===== src/rtl/fp_mul_pkg.sv =====
// fp_mul_pkg: shared status-bit layout, response tag type and status consistency check
package fp_mul_pkg;
  localparam int STATUS_W = 8;
  localparam int ZERO     = 0;
  localparam int INF      = 1;
  localparam int NAN      = 2;
  localparam int TINY     = 3;
  localparam int HUGE     = 4;
  localparam int INEXACT  = 5;
  // Wide enough for the largest supported requester count (8)
  localparam int TAG_ID_W = 3;
  typedef struct packed {
    logic                valid;
    logic [TAG_ID_W-1:0] id;
  } tag_t;
  function automatic logic status_illegal(input logic [STATUS_W-1:0] s);
    return (|s[7:6]) |
           (s[ZERO] & s[INF])  | (s[ZERO] & s[NAN])  | (s[ZERO] & s[HUGE]) |
           (s[INF]  & s[TINY]) | (s[NAN]  & s[TINY]) | (s[NAN]  & s[HUGE]) |
           (s[NAN]  & s[INEXACT]) | (s[TINY] & s[HUGE]);
  endfunction
endpackage


===== src/rtl/fp_mul_arbiter_rr.sv =====
// rr_arbiter: round-robin one-hot grant starting at an internal pointer
// Ports: i_clk, i_rst_n (async low); i_req request vector; i_advance moves the
// pointer past the current winner; o_grant one-hot or zero grant.
module rr_arbiter #(
  parameter int NREQ = 4
) (
  input  logic            i_clk,
  input  logic            i_rst_n,
  input  logic [NREQ-1:0] i_req,
  input  logic            i_advance,
  output logic [NREQ-1:0] o_grant
);
  localparam int PW = $clog2(NREQ);
  logic [PW-1:0] r_ptr;
  logic [PW-1:0] w_next;
  logic [PW-1:0] w_idx;
  logic          w_found;
  always_comb begin
    o_grant = '0;
    w_next  = r_ptr;
    w_found = 1'b0;
    w_idx   = '0;
    for (int k = 0; k < NREQ; k++) begin
      w_idx = PW'((int'(r_ptr) + k) % NREQ);
      if (!w_found && i_req[w_idx]) begin
        w_found        = 1'b1;
        o_grant[w_idx] = 1'b1;
        w_next         = PW'((int'(r_ptr) + k + 1) % NREQ);
      end
    end
  end
  always_ff @(posedge i_clk or negedge i_rst_n)
    if (!i_rst_n) r_ptr <= '0;
    else if (i_advance) r_ptr <= w_next;
endmodule


===== src/rtl/fp_mul_arbiter.sv =====
// fp_mul_arbiter: shares one pipelined FP multiplier among NREQ requesters
// Ports: i_clk, i_rst_n (async low), i_en gates new grants;
// i_req_valid/o_req_ready/i_req_a/i_req_b requester side (slice i = requester i);
// o_mul_issue/o_mul_a/o_mul_b/i_mul_z/i_mul_status multiplier side;
// o_rsp_valid/o_rsp_z/o_rsp_status routed responses; o_sticky/i_sticky_clr
// per-requester exception flags; o_status_err sticky illegal-status flag; o_busy.
module fp_mul_arbiter
  import fp_mul_pkg::*;
#(
  parameter int NREQ = 4,
  parameter int W    = 32,
  parameter int LAT  = 2
) (
  input  logic                i_clk,
  input  logic                i_rst_n,
  input  logic                i_en,
  input  logic [NREQ-1:0]     i_req_valid,
  output logic [NREQ-1:0]     o_req_ready,
  input  logic [NREQ*W-1:0]   i_req_a,
  input  logic [NREQ*W-1:0]   i_req_b,
  output logic                o_mul_issue,
  output logic [W-1:0]        o_mul_a,
  output logic [W-1:0]        o_mul_b,
  input  logic [W-1:0]        i_mul_z,
  input  logic [STATUS_W-1:0] i_mul_status,
  output logic [NREQ-1:0]     o_rsp_valid,
  output logic [W-1:0]        o_rsp_z,
  output logic [STATUS_W-1:0] o_rsp_status,
  output logic [NREQ*6-1:0]   o_sticky,
  input  logic [NREQ-1:0]     i_sticky_clr,
  output logic                o_status_err,
  output logic                o_busy
);
  logic [NREQ-1:0]     w_grant;
  logic [TAG_ID_W-1:0] w_gid;
  logic [W-1:0]        w_a;
  logic [W-1:0]        w_b;
  logic                w_busy;
  tag_t                w_cap;
  logic                r_issue;
  logic [TAG_ID_W-1:0] r_issue_id;
  logic [W-1:0]        r_mul_a;
  logic [W-1:0]        r_mul_b;
  tag_t                r_tag [LAT];
  logic [NREQ-1:0]     r_rsp_valid;
  logic [W-1:0]        r_rsp_z;
  logic [STATUS_W-1:0] r_rsp_status;
  logic [NREQ*6-1:0]   r_sticky;
  logic                r_err;
  rr_arbiter #(.NREQ(NREQ)) u_arb (
    .i_clk     (i_clk),
    .i_rst_n   (i_rst_n),
    .i_req     (i_req_valid & {NREQ{i_en}}),
    .i_advance (|w_grant),
    .o_grant   (w_grant)
  );
  always_comb begin
    w_gid = '0;
    w_a   = '0;
    w_b   = '0;
    for (int i = 0; i < NREQ; i++)
      if (w_grant[i]) begin
        w_gid = TAG_ID_W'(i);
        w_a   = i_req_a[i*W +: W];
        w_b   = i_req_b[i*W +: W];
      end
  end
  always_ff @(posedge i_clk or negedge i_rst_n)
    if (!i_rst_n) begin
      r_issue    <= 1'b0;
      r_issue_id <= '0;
      r_mul_a    <= '0;
      r_mul_b    <= '0;
    end else begin
      r_issue <= |w_grant;
      if (|w_grant) begin
        r_issue_id <= w_gid;
        r_mul_a    <= w_a;
        r_mul_b    <= w_b;
      end
    end
  // The issue register acts as stage 0, so the last tag stage lines up with
  // the cycle the multiplier presents the matching result.
  always_ff @(posedge i_clk or negedge i_rst_n)
    if (!i_rst_n) begin
      for (int k = 0; k < LAT; k++) r_tag[k] <= '0;
    end else begin
      r_tag[0] <= tag_t'{valid: r_issue, id: r_issue_id};
      for (int k = 1; k < LAT; k++) r_tag[k] <= r_tag[k-1];
    end
  assign w_cap = r_tag[LAT-1];
  // A clear on a slice being updated in the same cycle keeps only the new bits.
  always_ff @(posedge i_clk or negedge i_rst_n)
    if (!i_rst_n) begin
      r_rsp_valid  <= '0;
      r_rsp_z      <= '0;
      r_rsp_status <= '0;
      r_sticky     <= '0;
      r_err        <= 1'b0;
    end else begin
      r_rsp_valid <= w_cap.valid ? NREQ'(1) << w_cap.id : '0;
      if (w_cap.valid) begin
        r_rsp_z      <= i_mul_z;
        r_rsp_status <= i_mul_status;
      end
      r_err <= r_err | (w_cap.valid & status_illegal(i_mul_status));
      for (int i = 0; i < NREQ; i++)
        r_sticky[i*6 +: 6] <= ((w_cap.valid && w_cap.id == TAG_ID_W'(i)) ? i_mul_status[5:0] : 6'b0) |
                              (i_sticky_clr[i] ? 6'b0 : r_sticky[i*6 +: 6]);
    end
  always_comb begin
    w_busy = r_issue | (|r_rsp_valid);
    for (int k = 0; k < LAT; k++) w_busy = w_busy | r_tag[k].valid;
  end
  assign o_req_ready  = w_grant;
  assign o_mul_issue  = r_issue;
  assign o_mul_a      = r_mul_a;
  assign o_mul_b      = r_mul_b;
  assign o_rsp_valid  = r_rsp_valid;
  assign o_rsp_z      = r_rsp_z;
  assign o_rsp_status = r_rsp_status;
  assign o_sticky     = r_sticky;
  assign o_status_err = r_err;
  assign o_busy       = w_busy;
endmodule


===== config.mk =====
export PLATFORM = sky130hd
export DESIGN_NAME = fp_mul_arbiter
export DESIGN_NICKNAME = d
export VERILOG_FILES = /design/src/rtl/fp_mul_pkg.sv /design/src/rtl/fp_mul_arbiter_rr.sv /design/src/rtl/fp_mul_arbiter.sv
export SDC_FILE = /design/constraint.sdc
export NUM_CORES = 1
export LEC_CHECK = 0
export ABC_AREA = 1
export CORE_AREA = 4 4 170 172
export DETAILED_ROUTE_END_ITERATION = 10
export DIE_AREA = 0 0 174 176
export GPL_TIMING_DRIVEN = 0
export PLACE_DENSITY = 0.79
export SETUP_SLACK_MARGIN = 0.4
export SYNTH_ARGS = -nofsm -noshare
export SYNTH_HDL_FRONTEND = slang
export SYNTH_SLANG_ARGS = --single-unit

===== constraint.sdc =====
create_clock -name i_clk -period 6.08 [get_ports i_clk]
set_input_delay 1.824 -clock i_clk [delete_from_list [all_inputs] [get_ports i_clk]]
set_output_delay 1.824 -clock i_clk [all_outputs]
set_load 0.03 [all_outputs]

==> results.toml <==
[clock_tree]
clk_pin_slew_ns = 0.06
cts_setup_buffers = 0
clk_latency_ns = 0.42
cts-buffers-inserted = 17
holdBufCountCts = 0
htree_levels = 4
root_buffer = "clkbuf_16"
cts_resized = 11
clockBufferDepth = 2
clock-sinks = 144
cts_tree = "done"

[final_layout]
final_cell_count_no_fill = 2095
fin_nets = 2051
syn_to_final_growth_pct = 61.88
final_util = 0.5196
final_cell_mix = "nand2_1, clkdlybuf4s50_1, inv_1"
drive_above_1_share = 0.09720
fill_cells = 2626
final_common_cell = "nand2_1"
antenna_cells_inserted = 0

[route]
ant_nets = 0
totalWireLength_um = 36010
post_drt_via_cell_ratio = 4.686
firstDrtPassIters = 5
drt-initial-drc-count = 603
vias = 9817
drcViolationCount = 0
wl_per_cell_um = 17.19

[sta]
fmax_mhz = 177.4
fin_ws_ns = 0.4436
drv_slew = 0
max_slew_margin = 0.5663
period_needed_ns = 5.636
finalCritPeriodShare = 0.9270
finalSetupTns_ns = 0
setup_viol = 0
rsz0062_at_grt = "true"
fin_hold_ws_ns = 0.3598
hold_viol_final = 0
fin_skew_ns = 0.01342
tightest_slew_ns = 0.6505

[placement]
dp.cells = 2063
routabilityCongestion = 0.9629
place_ws_ns = -0.1534
dp_hpwl_um = 28280
port_buffers = 444

[worst_setup_path]
crit_path_end_kind = "output pin"
crit_fanout = 10
worstPathArrival_ns = 3.81
rr_startpoint = "u_arb.r_ptr[1]$_DFFE_PN0P_"
r2r_slack_ns = 2.93
r2r-end = "o_mul_a[6]$_DFFE_PN0P_"
reg2reg_depth = 16
worst_ep_required_time_ns = 4.26
worstSetupPathType = "in -> out"
worstSetupStartpointType = "input port"

[logic_synthesis]
synth_seq_area_share = 0.4086
syn_nets = 1587
synth_warnings = 0
synth.avg_cell_area_um2 = 6.934
ys_seq_elements = 144
syn_inst = 1272
yosys.cell_types.count = 31
synthesis.area_mm2 = 0.008820

[global_route]
grt_pass1_wl_um = 54790
grt_max_degree = 84
grt_antenna_before_repair = 0
track_usage = 0.2271
grt_pass1_vias = 9937
grt-ovfl-total = 0

[power_and_ir_drop]
p_leak_nw = 7.198
cellPowerDensity_mw_per_mm2 = 697.8
peakVddDrop_mv = 0.3436

[floorplanning]
core-area_mm2 = 0.02748
die-area_mm2 = 0.03062
io-pin-count = 446
start_util = 0.3210
die_h_um = 176
rows = 61
dieWidth_um = 174

[run_status]
outcome = "finished clean"

[flow_run]
drv_cap = 0

[hold_path]
min-delay-path-class = "reg -> reg"
hold_end = "r_tag[0]$_DFF_PN0_"
min_from = "r_tag[4]$_DFF_PN0_"
hold_path_depth = 0
layout make-up:
type                    count  area (um^2)  area share
plain buffers              73        518.0     0.03628
clock buffers              18        429.2     0.03006
clock inverters            14        118.9    0.008325
inverters                 178        673.1     0.04715
multi-input cells         877         4044      0.2832
flip-flops and latches    144         3603      0.2524
well taps                 346        432.9     0.03032
repair buffers            445         4458      0.3122
worst max path at each step:
stage                         startpoint                      end  slack (ns)
after floorplan                     i_en           o_req_ready[3]        1.11
after global placement           i_rst_n  o_mul_a[18]$_DFFE_PN0P_       -2.87
after detailed placement  i_req_valid[1]           o_req_ready[3]       -0.15
after CTS                 i_req_valid[1]           o_req_ready[3]        0.21
after global routing      i_req_valid[1]           o_req_ready[3]        0.31
final                     i_req_valid[1]           o_req_ready[3]        0.44
where the power goes:
group	leakage, nW	switching, mW	internal [mW]
registers	1.75	0.278	1.50
logic	5.19	4.53	2.66
clock network	0.259	0.466	0.536
total	7.20	5.27	4.69
through the flow:
step / power (mW) / cell area, um^2
floorplan: 6.467 / 8820
global route: 10.85 / 14280
CTS: 10.07 / 14280
finish: 9.963 / 14280
global placement: 8.892 / 13700
detailed placement: 9.011 / 13730
logic make-up (layout without fill, tap and decap cells):
family / after synthesis / in the layout / synth area share
AO/OA/AOI/OAI: 165 / 165 / 0.1158
adder cells (fa/ha/maj): 8 / 8 / 0.01135
flip-flops: 144 / 144 / 0.4086
AND/OR/NAND/NOR: 704 / 704 / 0.3308
buffers and inverters: 251 / 728 / 0.1335
synthesized netlist by cell type (all sizes together):
library cell,count,share of area
nand2,595,0.26
o22ai,25,0.018
nor4,2,0.0014
a31oi,1,0.00071
o21ai,7,0.0040
a32oi,1,0.00099
nand4,4,0.0043
ha,8,0.011
nor2,12,0.010
buf,61,0.052
a21oi,129,0.091
nand3,85,0.053
clkbuf,12,0.0051
nor3,6,0.0034
o21bai,1,0.00085
dfrtp,144,0.41
o211ai,1,0.00085
inv,178,0.076
per-layer routing:
metal	vias up	part of all wire	track usage
met1	4491	0.40	0.2735
met2	431	0.50	0.4021
met5	-	0	0
met4	0	0.030	0.08182
met3	58	0.070	0.04818
li1	4837	-	-
flip-flops by register name (all words and copies together) (netlist names):
register      count
o_mul_a          32
o_mul_b          32
o_mul_issue       1
o_rsp_status      8
o_rsp_valid       4
o_rsp_z          32
o_status_err      1
o_sticky         24
r_issue_id        2
r_tag             6
u_arb.r_ptr       2
worst max-delay path, cell delays in order:
cell	delay, ns
clkdlybuf4s50_1	0.48
nand3_1	0.13
nand3_2	0.11
nand2_4	0.15
inv_4	0.07
nor2_8	0.11
nand3_2	0.10
inv_2	0.08
nand2_1	0.06
nand2_2	0.15
buf_8	0.19
buf_6	0.16
clkbuf_4	0.20
Note: power is estimated with default switching activity, not from simulation.
